### src/rtl/sequence_generator.sv
// Serial pattern transmitter: shifts a latched pattern out MSB-first with a one-cycle gap between repetitions.
// Optional per-repetition even-parity bit is enabled by defining SEQGEN_PARITY_EN.
module sequence_generator #(
  parameter int unsigned WIDTH = 8,
  parameter int unsigned CNT_W = 4
) (
  input  logic                    clk,
  input  logic                    rst,
  input  logic                    start,
  input  logic [WIDTH-1:0]        pattern,
  input  logic [$clog2(WIDTH):0]  len,
  input  logic [CNT_W-1:0]        count,
  output logic                    o,
  output logic                    valid,
  output logic                    busy,
  output logic                    done
);

  localparam int unsigned LEN_W = $clog2(WIDTH) + 1;
  localparam int unsigned IDX_W = $clog2(WIDTH);

  typedef enum logic [2:0] {
    S_IDLE,
    S_SEND,
`ifdef SEQGEN_PARITY_EN
    S_PAR,
`endif
    S_GAP,
    S_FIN
  } state_t;

  state_t             state_q, state_d;
  logic [WIDTH-1:0]   pat_q, pat_d;
  logic [LEN_W-1:0]   len_q, len_d;
  logic [IDX_W-1:0]   idx_q, idx_d;
  logic [CNT_W-1:0]   rep_q, rep_d;
  logic [LEN_W-1:0]   eff_len_c;
  logic               o_q, o_d;
  logic               valid_q, valid_d;
  logic               busy_q, busy_d;
  logic               done_q, done_d;
`ifdef SEQGEN_PARITY_EN
  logic               par_q, par_d;
`endif

  // State and registered outputs; outputs are precomputed from the next state so the first bit lands on the start edge.
  always_ff @(posedge clk or negedge rst) begin
    if (!rst) begin
      state_q <= S_IDLE;
      pat_q   <= '0;
      len_q   <= '0;
      idx_q   <= '0;
      rep_q   <= '0;
      o_q     <= 1'b0;
      valid_q <= 1'b0;
      busy_q  <= 1'b0;
      done_q  <= 1'b0;
`ifdef SEQGEN_PARITY_EN
      par_q   <= 1'b0;
`endif
    end else begin
      state_q <= state_d;
      pat_q   <= pat_d;
      len_q   <= len_d;
      idx_q   <= idx_d;
      rep_q   <= rep_d;
      o_q     <= o_d;
      valid_q <= valid_d;
      busy_q  <= busy_d;
      done_q  <= done_d;
`ifdef SEQGEN_PARITY_EN
      par_q   <= par_d;
`endif
    end
  end

  assign eff_len_c = (len > LEN_W'(WIDTH)) ? LEN_W'(WIDTH) : len;

  // Next-state logic; FIN also accepts a start so back-to-back transfers are one FIN cycle apart.
  always_comb begin
    state_d = state_q;
    pat_d   = pat_q;
    len_d   = len_q;
    idx_d   = idx_q;
    rep_d   = rep_q;
`ifdef SEQGEN_PARITY_EN
    par_d   = par_q;
`endif
    case (state_q)
      S_IDLE, S_FIN: begin
        state_d = S_IDLE;
        if (start) begin
          pat_d   = pattern;
          len_d   = eff_len_c;
          idx_d   = IDX_W'(eff_len_c - LEN_W'(1));
          rep_d   = (count == '0) ? CNT_W'(1) : count;
`ifdef SEQGEN_PARITY_EN
          par_d   = 1'b0;
`endif
          state_d = (eff_len_c == '0) ? S_FIN : S_SEND;
        end
      end
      S_SEND: begin
`ifdef SEQGEN_PARITY_EN
        par_d = par_q ^ pat_q[idx_q];
`endif
        if (idx_q == '0) begin
`ifdef SEQGEN_PARITY_EN
          state_d = S_PAR;
`else
          state_d = (rep_q > CNT_W'(1)) ? S_GAP : S_FIN;
`endif
        end else begin
          idx_d = idx_q - IDX_W'(1);
        end
      end
`ifdef SEQGEN_PARITY_EN
      S_PAR: state_d = (rep_q > CNT_W'(1)) ? S_GAP : S_FIN;
`endif
      S_GAP: begin
        idx_d   = IDX_W'(len_q - LEN_W'(1));
        rep_d   = rep_q - CNT_W'(1);
`ifdef SEQGEN_PARITY_EN
        par_d   = 1'b0;
`endif
        state_d = S_SEND;
      end
      default: state_d = S_IDLE;
    endcase
  end

  // Output values for the cycle the next state will occupy.
  always_comb begin
    o_d     = 1'b0;
    valid_d = 1'b0;
    busy_d  = 1'b0;
    done_d  = 1'b0;
    case (state_d)
      S_SEND: begin
        o_d     = pat_d[idx_d];
        valid_d = 1'b1;
        busy_d  = 1'b1;
      end
`ifdef SEQGEN_PARITY_EN
      S_PAR: begin
        o_d     = par_d;
        valid_d = 1'b1;
        busy_d  = 1'b1;
      end
`endif
      S_GAP:   busy_d = 1'b1;
      S_FIN:   done_d = 1'b1;
      default: ;
    endcase
  end

  assign o     = o_q;
  assign valid = valid_q;
  assign busy  = busy_q;
  assign done  = done_q;

endmodule

### config.mk
export PLATFORM = sky130hd
export DESIGN_NAME = sequence_generator
export DESIGN_NICKNAME = d
export VERILOG_FILES = /design/src/rtl/sequence_generator.sv
export SDC_FILE = /design/constraint.sdc
export NUM_CORES = 1
export LEC_CHECK = 0
export CAP_MARGIN = 20
export CORE_ASPECT_RATIO = 0.9
export CORE_MARGIN = 3
export CORE_UTILIZATION = 25
export DETAILED_ROUTE_END_ITERATION = 8
export DONT_BUFFER_PORTS = 1
export PLACE_DENSITY = 0.41
export RECOVER_POWER = 25
export SKIP_LAST_GASP = 1
export SLEW_MARGIN = 10
export SYNTH_ARGS = -nofsm -noshare
export SYNTH_HDL_FRONTEND = slang
export SYNTH_SLANG_ARGS = --single-unit
### constraint.sdc
create_clock -name clk -period 2.2 [get_ports clk]
set_input_delay 0.33 -clock clk [delete_from_list [all_inputs] [get_ports clk]]
set_output_delay 0.33 -clock clk [all_outputs]
set_load 0.005 [all_outputs]
==> flow_summary_export.csv, run 1 <==
group,metric,value,unit
detailed_routing,drc,0,
layout,finalInstanceArea,1617,um^2
floorplan,placementRows,25,
detailed_routing,dr.pass1.iters,4,
yosys,synth-xor-area-share,2.452,%
clock_tree,cts_buffers,3,
floorplan,io_pins,23,
run,maxCapViolCount,0,
layout,drive_above_1_share,19.21,%
setup_path,r2r_cells,7,
pwr,pwr_density_cell,1110,nW/um^2
timing,finalCriticalPeriod,2.070,ns
yosys,synth-seq-area-share,43.78,%
setup_path,critPathMaxFanout,8,
global_routing,grt_pass1_vias,1133,
yosys,synth_compound_area_share,15.24,%
yosys,syn_nets,165,
setup_path,r2r_slack,0.13,ns
floorplan,die_h,77.72,um
worst_hold_path,min_path_type,"in -> reg",
yosys,synth-seq-cells,25,
yosys,synth_area,1429,um^2
timing,clock_skew,0.003122,ns
yosys,yosysUniqueCellTypes,46,
yosys,synthCells,140,
setup_path,r2r-start,"state_q[0]",
detailed_routing,ant_nets,0,
setup_path,cp-end-kind,"register",
pwr,vdd_drop_max,0.3687,mV
placed_design,hpwl,2.521,mm
global_routing,grt_overflow,0,
yosys,synth_top_family_by_area,"simple AND/OR/NAND/NOR gates",
layout,final_nets,177,
yosys,synth_warnings,0,
timing,tns,0,ns
yosys,synth-simple-area-share,19.18,%
detailed_routing,dr.first_iter.drc_count,36,
detailed_routing,wl,3.230,mm
global_routing,grt_max_degree,26,
detailed_routing,num_vias,1027,
timing,slew_violations,0,
timing,finalCritPeriodShare,94.11,%
timing,fmax,483.0,MHz
pwr,leakagePower,0.7061,nW
timing,slew_headroom,7.225,%
floorplan,die-area,6660,um^2
detailed_routing,wl_per_cell,14.82,um
clock_tree,cts_max_path_buffers,2,
timing,hold_violations,0,
layout,fill_cells,577,
placed_design,place_area,1538,um^2
clock_tree,cts_tree,"yes",
clock_tree,clockRootBuffer,"clkbuf_8",
floorplan,start_util,26.56,%
setup_path,start_kind,"register",
setup_path,cp.arrival,2.23,ns
placed_design,gp_congestion,0.8208,
floorplan,die_w,85.69,um
clock_tree,worstSkewPairLatency,0.27,ns
placed_design,portBuffers,0,
yosys,synth-async-reset-ratio,100.0,%
run_status,status,"complete, no violations",
setup_path,critical_path_class,"reg -> reg",
layout,antenna_cells,0,
timing,setup_viol,0,
floorplan,coreArea,5380,um^2
layout,final_util,30.05,%
yosys,synthAdderAreaFrac,5.254,%
clock_tree,cts_sinks,25,
layout,area_delta_synth_final,13.13,%
clock_tree,htreeDepth,1,
global_routing,antenna_found_initial,0,
setup_path,crit_start,"state_q[0]",
yosys,syn_avg_cell_area,10.21,um^2
timing,rsz0062_at_grt,"false",
global_routing,grtUsageTotal,10.27,%
clock_tree,clkTransAtPathRegs,0.09,ns
setup_path,crit_end,"o",
yosys,synth_flop_cell,"dfrtp_1",
placed_design,dpl_worst_slack,0.09686,ns
global_routing,grt_pass1_wl,5.499,mm
yosys,muxShareOfSynthArea,8.494,%
detailed_routing,viasPerCell,4.711,
timing,worst_slack,0.1296,ns
setup_path,worstPathRequired,2.36,ns
timing,tightest_slew,1.392,ns
yosys,synth_edf_count,0,
setup_path,r2r-end,"o",
[cells in the final DEF (no fill, tap or decap), drive strengths merged, types with 2 or more instances in the layout]
| cell | n |
|---|---|
| mux2i | 5 |
| nor2 | 10 |
| and2 | 2 |
| nand2 | 16 |
| o21bai | 2 |
| o31ai | 2 |
| nor2b | 3 |
| buf | 10 |
| o21ai | 3 |
| nand3 | 2 |
| a21oi | 6 |
| ha | 6 |
| o211ai | 5 |
| inv | 9 |
| nand2b | 3 |
| clkbuf | 5 |
| nor3 | 5 |
| or3b | 4 |
| dfrtp | 25 |
| mux2 | 6 |
| xnor2 | 3 |
[worst min-delay path by stage]
stage                          start        to  slack [ns]  cells after the start
after detailed placement         rst  idx_q[2]        0.04                      0
final                     pattern[4]  pat_q[4]        0.20                      2
after global routing      pattern[7]  pat_q[7]        0.19                      2
after global placement           rst  idx_q[2]        0.04                      0
after floorplan                  rst      busy        0.03                      0
after CTS                 pattern[7]  pat_q[7]        0.19                      2
[area by class of cell]
type | instances | area, um^2 | share of cell area (%)
Inverter | 9 | 33.78 | 2.090
Sequential cell | 25 | 625.6 | 38.70
Multi-Input combinational cell | 101 | 739.5 | 45.74
Timing Repair Buffer | 12 | 88.84 | 5.495
Clock buffer | 4 | 45.04 | 2.786
Tap cell | 67 | 83.83 | 5.186
[repair_timing]
action / CTS / global route
hold endpoints to repair: 25 / 0
gates resized for setup: 0 / 3
setup endpoints to repair: 0 / 1
hold buffers: 2 / 0
buffers inserted: 0 / 1
[worst max-delay path, stage by stage, from the launching register on]
cell and delay, ns:
dfrtp_1 0.50, or3b_4 0.45, o32ai_2 0.22, a211o_1 0.27
mux2i_1 0.22, mux2i_1 0.11, o211ai_2 0.15, a21oi_2 0.04
[cells by family after synthesis]
family | count (synthesis)
and+or+nand+nor | 51
AOI/OAI and AO/OA | 28
DFF | 25
buffers and inverters | 14
muxes | 11
adders and majority gates | 6
xor gates and xnor gates | 4
other | 1
[where the power goes]
| group | internal [mW] | total (mW) | leakage, nW | switching (mW) |
|---|---|---|---|---|
| logic | 0.405 | 0.797 | 0.375 | 0.392 |
| registers | 0.616 | 0.723 | 0.309 | 0.108 |
| clock network | 0.130 | 0.274 | 0.0228 | 0.145 |
[cells in the mapped netlist (2+ instances only)]
library cell  instances  area, um^2
o31ai_1               2       15.01
ha_1                  6       75.07
o21bai_1              2       15.01
nand3_1               2       10.01
o21ai_1               2       10.01
xnor2_1               3       26.28
o211ai_1              4       30.03
mux2i_1               5       50.05
dfrtp_1              25       625.6
buf_6                 3       33.78
nand2b_1              3       18.77
or3b_4                3       33.78
nand2_1              16       60.06
inv_1                 9       33.78
nor3_1                5       25.02
nor2_1               10       37.54
nor2b_1               3       18.77
a21oi_1               5       25.02
and2_1                2       12.51
mux2_2                4       45.04
[state kept, by name, summed over array words and instances, names as in the netlist]
register and flops:
rep_q 4, idx_q 3, valid 1, busy 1, pat_q 8, len_q 3, o 1, state_q 3
done 1
[metal layers]
layer,track usage [%],up-vias,part of all wire [%]
li1,-,514,-
met3,2.123,2,3.2
met4,2.848,0,0.46
met5,0,-,0
met1,14.43,495,49
met2,15.92,16,47
[stage by stage]
stage          power (mW)  instances  hold WS [ns]
2_1_floorplan       1.300        140       0.03441
3_3_place_gp        1.474        211       0.03557
3_5_place_dp        1.491        211       0.03549
4_1_cts             1.791        217        0.1909
5_1_grt             1.962        218        0.1932
6_report            1.795        218        0.1985
(Power assumes the default switching activity.)
==> run 2, diff against run 1 <==
--- a/config.mk
+++ b/config.mk
@@ -7,7 +7,7 @@
 export LEC_CHECK = 0
 export CAP_MARGIN = 20
 export CORE_ASPECT_RATIO = 0.9
-export CORE_MARGIN = 3
+export CORE_MARGIN = 2
 export CORE_UTILIZATION = 25
 export DETAILED_ROUTE_END_ITERATION = 8
 export DONT_BUFFER_PORTS = 1
==> flow_summary_export.csv, run 2 (same netlist as run 1, synthesis figures left out) <==
group,metric,value,unit
setup_path,critical_path_class,"reg -> reg",
pwr,leakagePower,0.6961,nW
clock_tree,clockRootBuffer,"clkbuf_8",
global_routing,grt_overflow,0,
pwr,comb_power_share,43.4,%
timing,finalCritPeriodShare,93.03,%
detailed_routing,num_vias,1036,
global_routing,antenna_found_initial,0,
clock_tree,postCtsSetupBuffers,0,
timing,clock_skew,0.005939,ns
floorplan,die-area,6337,um^2
pwr,p_int,1.123,mW
setup_path,worstPathRequired,2.36,ns
pwr,total_power,1.758,mW
layout,final_common_cell,"dfrtp_1",
layout,area_delta_synth_final,12.17,%
setup_path,start_kind,"register",
pwr,pwr_density_cell,1097,nW/um^2
timing,slew_headroom,8.664,%
pwr,vdd_drop_max,0.3915,mV
global_routing,grt_pass1_vias,1084,
global_routing,grt_max_degree,26,
floorplan,placementRows,26,
timing,whs,0.1854,ns
layout,final_nets,175,
pwr,seq_power_share,41.4,%
timing,rsz0062_at_grt,"false",
setup_path,cp.arrival,2.21,ns
timing,finalCriticalPeriod,2.047,ns
layout,top_register,"pat_q",
layout,final_cell_mix,"dfrtp_1, nand2_1, nor2_1",
floorplan,start_util,25.54,%
run,maxCapViolCount,0,
detailed_routing,dr.first_iter.drc_count,53,
floorplan,io_pins,23,
clock_tree,cts_tree,"yes",
layout,final_util,28.64,%
detailed_routing,dr.pass1.iters,4,
floorplan,die_w,83.69,um
layout,fill_cells,599,
setup_path,critPathMaxFanout,7,
run_status,status,"complete, no violations",
layout,stdcell_count,219,
placed_design,portBuffers,0,
pwr,power_switching_share,36.12,%
timing,fmax,488.6,MHz
timing,tns,0,ns
floorplan,die_h,75.72,um
floorplan,coreArea,5595,um^2
layout,drive_above_1_share,18.79,%
pwr,p_switching,635.1,uW
clock_tree,clkTransAtPathRegs,0.09,ns
clock_tree,cts_max_path_buffers,2,
layout,seq_area,625.6,um^2
layout,antenna_cells,0,
pwr,p_clk_share,15.3,%
timing,slew_violations,0,
global_routing,grt_pass1_wl,5.299,mm
layout,largest_reg_flops,8,
detailed_routing,viasPerCell,4.731,
placed_design,place_inst,213,
clock_tree,cts_sinks,25,
timing,tightest_slew,1.370,ns
placed_design,gp_congestion,0.8385,
layout,multi_input_area,737.0,um^2
worst_hold_path,min_path_type,"in -> reg",
global_routing,grtUsageTotal,10.52,%
clock_tree,cts_buffers,3,
timing,setup_viol,0,
setup_path,cp-end-kind,"register",
clock_tree,worstSkewPairLatency,0.27,ns
clock_tree,htreeDepth,1,
timing,hold_violations,0,
placed_design,hpwl,2.481,mm
detailed_routing,wl,3.197,mm
detailed_routing,drc,0,
layout,biggestRegsByFlops,"pat_q (8), rep_q (4)",
detailed_routing,ant_nets,0,
detailed_routing,wl_per_cell,14.60,um
## run 2: layout make-up
| cell class | count | share of cell area, % |
|---|---|---|
| Multi-Input combinational cell | 101 | 45.98 |
| Sequential cell | 25 | 39.03 |
| Tap cell | 70 | 5.464 |
| Timing Repair Buffer | 10 | 4.606 |
| Clock buffer | 4 | 2.810 |
| Inverter | 9 | 2.108 |
## run 2: final timing paths
path / startpoint / to / slack (ns) / cells after the start
worst min-delay path: pattern[7] / pat_q[7] / 0.19 / 2
worst max register to register: state_q[2] / o / 0.15 / 7
min in group asynchronous: rst / state_q[0] / 0.92 / 2
worst min register to register: pat_q[5] / pat_q[5] / 0.48 / 2
worst max-delay path: state_q[2] / o / 0.15 / 7
max in group asynchronous: rst / idx_q[0] / 0.48 / 2
## run 2: critical path: stages (launching register included)
cell	delay [ns]
dfrtp_1	0.47
or3b_4	0.45
o32ai_2	0.20
a211o_1	0.27
mux2i_1	0.23
mux2i_1	0.11
o211ai_2	0.17
a21oi_2	0.04
## run 2: layer usage
layer  vias up  share of wire (%)  GRT usage, %
li1        510                  -             -
met1       502                 44         12.65
met2        20                 53         19.82
met3         4                2.4         1.300
met4         0               0.97         3.763
met5         -                  0             0
## run 2: metrics by stage
stage | setup WS [ns] | area, um^2
2_1_floorplan | 0.2812 | 1429
3_3_place_gp | -0.09259 | 1534
3_5_place_dp | -0.03448 | 1534
4_1_cts | 0.04563 | 1609
5_1_grt | 0.002913 | 1603
6_report | 0.1534 | 1603
## run 2: power by group through the flow
stage | Sequential, mW | Clock, mW | Combinational [mW]
2_1_floorplan | 0.695 | 0 | 0.605
3_3_place_gp | 0.726 | 0 | 0.736
3_5_place_dp | 0.727 | 0 | 0.748
4_1_cts | 0.720 | 0.284 | 0.767
5_1_grt | 0.747 | 0.308 | 0.854
6_report | 0.727 | 0.269 | 0.762
## run 2: repair_timing
| action | in CTS | in global routing |
|---|---|---|
| hold buffers | 2 | 0 |
| resized for setup | 0 | 4 |
| setup endpoints to repair | 0 | 1 |
| hold endpoints to repair | 25 | 0 |
